$ cat config.mk
export PLATFORM = sky130hd
export DESIGN_NAME = prefetch_unit
export DESIGN_NICKNAME = d
export VERILOG_FILES = /design/src/rtl/core_pkg.sv /design/src/rtl/fetch_fifo.sv /design/src/rtl/fetch_fifo_chk.sv /design/src/rtl/prefetch_unit.sv
export SDC_FILE = /design/constraint.sdc
export NUM_CORES = 1
export LEC_CHECK = 0
export ABC_CLOCK_PERIOD_IN_PS = 3200
export BUFFER_PORTS_ARGS = -buffer_cell sky130_fd_sc_hd__buf_2
export CAP_MARGIN = 20
export CORE_ASPECT_RATIO = 1.4
export CORE_MARGIN = 10
export CORE_UTILIZATION = 40
export DETAILED_ROUTE_END_ITERATION = 6
export GPL_TIMING_DRIVEN = 0
export PLACE_DENSITY = 0.55
export SYNTH_ARGS = -nofsm -noshare
export SYNTH_HDL_FRONTEND = slang
export SYNTH_HIERARCHICAL = 1
export SYNTH_SLANG_ARGS = --single-unit
$ cat constraint.sdc
create_clock -name clk -period 3.2 [get_ports clk]
set_clock_uncertainty 0.15 [all_clocks]
set_input_delay 0.32 -clock clk [delete_from_list [all_inputs] [get_ports clk]]
set_output_delay 0.32 -clock clk [all_outputs]
set_load 0.005 [all_outputs]
$ cat src/rtl/core_pkg.sv
// core_pkg: constants and types shared by the fetch front end.
//   RESET_VEC_DEFAULT : first fetch address after reset
//   fetch_entry_t     : one instruction-queue entry {data, pc}
package core_pkg;

  localparam logic [31:0] RESET_VEC_DEFAULT = 32'h8000_080c;

  typedef struct packed {
    logic [31:0] data;
    logic [31:0] pc;
  } fetch_entry_t;

endpackage

$ cat src/rtl/fetch_fifo.sv
// fetch_fifo: circular instruction queue of fetch_entry_t.
// Ports:
//   clk_i, rst_ni  : clock, async active-low reset
//   clr_i          : synchronous clear (wins over push/pop)
//   push_i/data_i  : write an entry (accepted when not full, or full with pop)
//   pop_i          : drop the head entry
//   head_o         : current head entry
//   empty_o        : queue empty
//   count_o        : occupancy, 0..DEPTH
module fetch_fifo
  import core_pkg::*;
#(
  parameter int DEPTH = 4,
  parameter int CW    = $clog2(DEPTH) + 1
) (
  input  logic          clk_i,
  input  logic          rst_ni,
  input  logic          clr_i,
  input  logic          push_i,
  input  fetch_entry_t  data_i,
  input  logic          pop_i,
  output fetch_entry_t  head_o,
  output logic          empty_o,
  output logic [CW-1:0] count_o
);

  localparam int AW = (DEPTH > 1) ? $clog2(DEPTH) : 1;

  fetch_entry_t        mem_q [DEPTH];
  logic [AW-1:0]       wr_ptr_q, wr_ptr_d;
  logic [AW-1:0]       rd_ptr_q, rd_ptr_d;
  logic [CW-1:0]       count_q, count_d;
  logic                full;
  logic                do_push;
  logic                do_pop;

  assign full    = (count_q == CW'(DEPTH));
  assign empty_o = (count_q == {CW{1'b0}});
  assign count_o = count_q;
  assign head_o  = mem_q[rd_ptr_q];

  // Pointer and occupancy next-state; DEPTH is a power of two so pointers wrap naturally.
  always_comb begin
    do_push  = push_i && (!full || pop_i);
    do_pop   = pop_i && !empty_o;
    wr_ptr_d = wr_ptr_q;
    rd_ptr_d = rd_ptr_q;
    count_d  = count_q;
    if (clr_i) begin
      wr_ptr_d = {AW{1'b0}};
      rd_ptr_d = {AW{1'b0}};
      count_d  = {CW{1'b0}};
    end else begin
      if (do_push) wr_ptr_d = wr_ptr_q + AW'(1);
      if (do_pop)  rd_ptr_d = rd_ptr_q + AW'(1);
      case ({do_push, do_pop})
        2'b10:   count_d = count_q + CW'(1);
        2'b01:   count_d = count_q - CW'(1);
        default: count_d = count_q;
      endcase
    end
  end

  // Pointer and occupancy registers.
  always_ff @(posedge clk_i or negedge rst_ni) begin
    if (!rst_ni) begin
      wr_ptr_q <= {AW{1'b0}};
      rd_ptr_q <= {AW{1'b0}};
      count_q  <= {CW{1'b0}};
    end else begin
      wr_ptr_q <= wr_ptr_d;
      rd_ptr_q <= rd_ptr_d;
      count_q  <= count_d;
    end
  end

  // Entry storage; on a full push+pop the write slot equals the slot being read out.
  always_ff @(posedge clk_i or negedge rst_ni) begin
    if (!rst_ni) begin
      for (int i = 0; i < DEPTH; i++) mem_q[i] <= '0;
    end else if (!clr_i && do_push) begin
      mem_q[wr_ptr_q] <= data_i;
    end
  end

  fetch_fifo_chk #(.DEPTH(DEPTH), .CW(CW)) u_chk (
    .clk_i   (clk_i),
    .rst_ni  (rst_ni),
    .clr_i   (clr_i),
    .push_i  (do_push),
    .pop_i   (do_pop),
    .count_i (count_q)
  );

endmodule

$ cat src/rtl/fetch_fifo_chk.sv
// fetch_fifo_chk: simulation-only protocol checks for fetch_fifo.
// Ports: clk_i, rst_ni, clr_i, push_i, pop_i, count_i (current occupancy).
module fetch_fifo_chk #(
  parameter int DEPTH = 4,
  parameter int CW    = 3
) (
  input logic          clk_i,
  input logic          rst_ni,
  input logic          clr_i,
  input logic          push_i,
  input logic          pop_i,
  input logic [CW-1:0] count_i
);

  // A push into a full queue is only legal when a pop frees the slot in the same cycle.
  a_no_overflow: assert property (@(posedge clk_i) disable iff (!rst_ni)
    !(push_i && !pop_i && !clr_i && (count_i == CW'(DEPTH))))
    else $error("fetch_fifo overflow");

  // Popping an empty queue means the consumer ignored the valid flag.
  a_no_underflow: assert property (@(posedge clk_i) disable iff (!rst_ni)
    !(pop_i && !clr_i && (count_i == {CW{1'b0}})))
    else $error("fetch_fifo underflow");

endmodule

$ cat src/rtl/prefetch_unit.sv
// prefetch_unit: instruction prefetcher with credit-based request issue,
// an in-order response queue and redirect handling with stale-response drop.
// Ports:
//   clk, rst_n                     : clock, async active-low reset
//   req_valid/req_ready/req_addr   : instruction-memory request channel
//   resp_valid/resp_data           : in-order memory responses (no backpressure)
//   redirect/redirect_pc           : taken branch/jump target from execute
//   inst_valid/inst_ready/inst_data/inst_pc : decode channel
//   perf_fetched/perf_dropped      : performance counters (FETCH_PERF_CNT_EN only)
// Build option: define FETCH_PERF_CNT_EN to add the two performance counters.
module prefetch_unit
  import core_pkg::*;
#(
  parameter logic [31:0] RESET_VEC = RESET_VEC_DEFAULT,
  parameter int          DEPTH     = 4
) (
  input  logic        clk,
  input  logic        rst_n,
  output logic        req_valid,
  input  logic        req_ready,
  output logic [31:0] req_addr,
  input  logic        resp_valid,
  input  logic [31:0] resp_data,
  input  logic        redirect,
  input  logic [31:0] redirect_pc,
  output logic        inst_valid,
  input  logic        inst_ready,
  output logic [31:0] inst_data,
  output logic [31:0] inst_pc
`ifdef FETCH_PERF_CNT_EN
  ,
  output logic [31:0] perf_fetched,
  output logic [31:0] perf_dropped
`endif
);

  localparam int          CW      = $clog2(DEPTH) + 1;
  localparam logic [CW:0] DEPTH_W = (CW + 1)'(DEPTH);

  logic          run_q;              // low until the first edge after reset release
  logic [31:0]   fpc_q, fpc_d;       // next address to request
  logic [31:0]   rpc_q, rpc_d;       // pc of the next response to be queued
  logic [CW-1:0] out_q, out_d;       // requests accepted but not yet answered
  logic [CW-1:0] drop_q, drop_d;     // responses still to be discarded after a redirect
  logic [CW-1:0] occ;
  logic          fifo_empty;
  logic          req_fire;
  logic          dropping;
  logic          push;
  logic          pop;
  logic          discard;
  logic [31:0]   target;
  fetch_entry_t  push_entry;
  fetch_entry_t  head;

  // Issue credit: queued entries plus in-flight requests never exceed the queue depth.
  always_comb begin
    req_valid  = run_q && !redirect && (({1'b0, occ} + {1'b0, out_q}) < DEPTH_W);
    req_addr   = fpc_q;
    req_fire   = req_valid && req_ready;
    dropping   = (drop_q != {CW{1'b0}});
    push       = resp_valid && !redirect && !dropping;
    discard    = resp_valid && (redirect || dropping);
    inst_valid = !fifo_empty;
    inst_data  = head.data;
    inst_pc    = head.pc;
    pop        = inst_valid && inst_ready;
    target     = redirect_pc & 32'hffff_fffc;
    push_entry = '{data: resp_data, pc: rpc_q};
  end

  // Next-state for fetch pc, response pc, outstanding and drop counters.
  always_comb begin
    fpc_d  = fpc_q;
    rpc_d  = rpc_q;
    drop_d = drop_q;
    case ({req_fire, resp_valid})
      2'b10:   out_d = out_q + CW'(1);
      2'b01:   out_d = out_q - CW'(1);
      default: out_d = out_q;
    endcase
    if (redirect) begin
      // Everything still in flight belongs to the old path; the response arriving
      // now is discarded directly, so it is not counted again.
      fpc_d  = target;
      rpc_d  = target;
      drop_d = resp_valid ? (out_q - CW'(1)) : out_q;
    end else begin
      if (req_fire) fpc_d = fpc_q + 32'd4;
      if (push)     rpc_d = rpc_q + 32'd4;
      if (resp_valid && dropping) drop_d = drop_q - CW'(1);
    end
  end

  // Fetch-side state registers.
  always_ff @(posedge clk or negedge rst_n) begin
    if (!rst_n) begin
      run_q  <= 1'b0;
      fpc_q  <= RESET_VEC;
      rpc_q  <= RESET_VEC;
      out_q  <= {CW{1'b0}};
      drop_q <= {CW{1'b0}};
    end else begin
      run_q  <= 1'b1;
      fpc_q  <= fpc_d;
      rpc_q  <= rpc_d;
      out_q  <= out_d;
      drop_q <= drop_d;
    end
  end

  fetch_fifo #(.DEPTH(DEPTH), .CW(CW)) u_fifo (
    .clk_i   (clk),
    .rst_ni  (rst_n),
    .clr_i   (redirect),
    .push_i  (push),
    .data_i  (push_entry),
    .pop_i   (pop),
    .head_o  (head),
    .empty_o (fifo_empty),
    .count_o (occ)
  );

`ifdef FETCH_PERF_CNT_EN
  logic [31:0] fetched_q;
  logic [31:0] dropped_q;

  // Delivered-instruction and discarded-response counters, wrapping at 2^32.
  always_ff @(posedge clk or negedge rst_n) begin
    if (!rst_n) begin
      fetched_q <= 32'd0;
      dropped_q <= 32'd0;
    end else begin
      fetched_q <= fetched_q + {31'd0, pop};
      dropped_q <= dropped_q + {31'd0, discard};
    end
  end

  assign perf_fetched = fetched_q;
  assign perf_dropped = dropped_q;
`else
  logic unused_discard;
  assign unused_discard = discard;
`endif

endmodule

==> impl_metrics.yaml <==
run_status:
  status: "complete, no violations"
setup_path:
  worst_setup_path_end_kind: "register"
  cp.required_ns: 3.51
  start_kind: "register"
  path_class: "register to register"
  critPathMaxFanout: 10
  cp.arrival_ns: 3.38
timing:
  worst_slew_pin_slew_ns: 0.988
  setup_slack_ns: 0.134
  holdWs_ns: 0.0511
  setup-violations-final: 0
  period_needed_ns: 3.07
  grt_setup_unrepaired: "true"
  period_share_pct: 95.8
  max_freq_mhz: 326
  hold_viol_final: 0
  finalMaxSlewViolations: 0
  relSlewSlack_pct: 34.1
synthesis:
  syn_inst: 1114
  netlist_top_cells_area: "dfrtp_1 50%, mux2_2 12%, mux2_4 9.1%"
  synth_xor_xnor_area_share_pct: 2.47
  synthTopCellsByCount: "322 x dfrtp_1, 169 x mux2_2, 97 x mux2_4, 64 x mux4_2, 61 x nand2_1"
  muxShareOfSynthArea_pct: 30.2
  yosysTopAreaCell: "dfrtp_1"
  async_reset_ff_share_pct: 100
  ys_seq_area_share_pct: 51.8
  synth_area_sq_um: 16000
  synth_cell_types: 60
  post-synth-top-count-cell: "dfrtp_1"
  synth-simple-area-share_pct: 7.57
  synth_edf_count: 0
  synth_compound_gate_area_share_pct: 3.66
  synth_top_area_share_pct: 50.5
  yosysWarnings: 6
  synth.avg_cell_area_sq_um: 14.3
  synth_fa_ha_area_share_pct: 1.14
  ys_ff_latch: 330
  synth_top_flop_cell: "dfrtp_1"
  synth_top_family_by_area: "multiplexers"
placement:
  gp_congestion: 0.888
  portBuffers: 163
  dp_hpwl_um: 27800
  placed_cell_area_sq_um: 17600
  dp.cells: 1817
  place_ws_ns: -0.532
finish:
  diodes: 0
  fin_nets: 1472
  multiInputGateArea_sq_um: 7230
  finalNonFillerCells: 1939
  area_growth_pct: 21.3
  final_area_sq_um: 19400
  seq_area_sq_um: 8270
  fillers: 3473
  layout-drive-gt1-share_pct: 43.4
floorplanning:
  ios: 168
  start_util_pct: 40.5
  die_y_um: 256
  rows: 86
  die_w_um: 189
  core_area_sq_um: 39400
  die_area_sq_um: 48400
clock_tree:
  numCtsBuffers: 36
  clkLatencyLatePin_ns: 0.53
  clk_path_buf_depth: 3
  clock-sinks: 330
  cts_tree: "yes"
  clock-root-buffer: "clkbuf_16"
  cts.clk_slew.worst_paths_ns: 0.06
  htreeDepth: 2
global_routing:
  grt_pass1_wl_um: 64600
  antenna_found_initial: 0
  grt_max_degree: 119
  grt_pass1_vias: 11300
  grt_overflow: 0
  grt.total_usage_pct: 16.7
detailed_routing:
  drcViolationCount: 0
  vias_per_cell: 5.24
  first_pass_iters: 5
  detail-route-antenna-nets: 0
  avgRoutedWirePerCell_um: 20.8
  drtIter0Drc: 495
  drt-total-wl_um: 40400
  vias: 10200
pwr:
  vdd_ir_drop_max_uv: 305
  leakagePower_nw: 9.37
  power_w: 0.0117
  pwr_density_cell_nw_per_um2: 603
hold_path:
  min_path_type: "input pin to register"
job:
  cap_violations: 0
## final timing paths
| check | startpoint | endpoint | slack, ns | cells past startpoint |
|---|---|---|---|---|
| min in group asynchronous | rst_n | u_fifo/mem_q[144] | 0.14 | 2 |
| max in group asynchronous | rst_n | rpc_q[31] | 1.55 | 4 |
| worst min register to register | u_fifo/mem_q[80] | u_fifo/mem_q[80] | 0.35 | 1 |
| worst max-delay path | u_fifo/count_o[1] | req_addr[20] | 0.13 | 9 |
| worst max register to register | u_fifo/count_o[1] | req_addr[20] | 0.13 | 9 |
| worst min-delay path | redirect_pc[11] | req_addr[11] | 0.05 | 3 |
## cell families after synthesis
group	Yosys count
xor+xnor	45
other cells	2
buf+inv	80
fa+ha+maj	14
mux	332
compound gates	92
flops	330
simple gates	219
## repair_timing
item,in CTS,in global routing
pin swaps,1,0
endpoints found under the hold margin,265,0
hold buffers,59,0
buffers inserted,2,0
endpoints found under the setup margin,50,7
gates resized for setup,5,5
## worst max-delay path, stage by stage (launching register included)
cell and delay (ns):
dfrtp_1 0.51, ha_1 0.25, or4b_4 0.56, nor4b_4 0.26, buf_4 0.19, inv_2 0.09
or4_1 0.53, clkbuf_1 0.17, o31a_1 0.25, nand2_1 0.05
## metrics by stage
stage | utilization, % | TNS (ns)
after floorplan | - | 0
after global placement | 44.4 | -1669.12
after detailed placement | 44.6 | -75.88
after CTS | 49.2 | 0
after global routing | 49.2 | -0.0717
final | 49.2 | 0
## registers in the layout, indices dropped and copies added (netlist names)
| signal | count |
|---|---|
| drop_q | 3 |
| out_q | 3 |
| req_addr | 30 |
| rpc_q | 30 |
| run_q | 1 |
| u_fifo/count_o | 3 |
| u_fifo/mem_q | 256 |
| u_fifo/rd_ptr_q | 2 |
| u_fifo/wr_ptr_q | 2 |
## placed cells by master (no fill, tap or decap), types with 4 or more instances in the layout
| master | netlist | final |
|---|---|---|
| dfrtp_1 | 322 | 322 |
| mux2_2 | 169 | 169 |
| buf_2 | 5 | 169 |
| mux2_4 | 97 | 97 |
| mux4_2 | 64 | 64 |
| nand2_1 | 61 | 61 |
| dlygate4sd3_1 | 0 | 59 |
| clkbuf_16 | 0 | 36 |
| o21ai_0 | 33 | 33 |
| nand3_1 | 32 | 32 |
| xnor2_1 | 31 | 31 |
| clkbuf_1 | 26 | 28 |
| buf_6 | 24 | 24 |
| nor2_1 | 23 | 23 |
| nor3_1 | 19 | 19 |
| nand4_1 | 19 | 19 |
| a21oi_1 | 16 | 16 |
| inv_1 | 14 | 14 |
| xor2_1 | 14 | 14 |
| ha_1 | 13 | 13 |
| conb_1 | 2 | 11 |
| nand2b_1 | 10 | 10 |
| clkbuf_8 | 0 | 9 |
| and3_1 | 8 | 8 |
| dfstp_2 | 8 | 8 |
| clkbuf_2 | 1 | 7 |
| or4_1 | 7 | 7 |
| and4_1 | 7 | 7 |
| o211ai_1 | 7 | 7 |
| a21boi_0 | 7 | 7 |
| o311ai_0 | 6 | 6 |
| nor4_1 | 6 | 6 |
| and2_1 | 5 | 5 |
| buf_4 | 3 | 5 |
| or3_1 | 4 | 4 |
| a31oi_1 | 4 | 4 |
| nand2_4 | 4 | 4 |
## final cells by class
cell class              instances  share of cell area (%)
clock inverters                 9                   0.710
plain buffers                  64                    2.32
repair buffers                227                    7.82
multi-input cells             713                    37.3
flip-flops and latches        330                    42.7
clock buffers                  52                    5.43
inverters                      16                   0.310
well taps                     528                    3.41
## where the power goes
group / total, W / internal (W) / switching (W)
Sequential: 0.00514 / 0.00471 / 0.000425
Combinational: 0.00231 / 0.00138 / 0.000934
Clock: 0.00424 / 0.00252 / 0.00172
Total: 0.0117 / 0.00861 / 0.00308
## per-layer routing
layer | GRT usage (%) | part of all wire [%]
met5 | 0 | 0
met4 | 5.04 | 2.4
met3 | 3.23 | 4.4
met2 | 29.0 | 51
met1 | 20.4 | 42
Power figures use the tool's default switching activity.
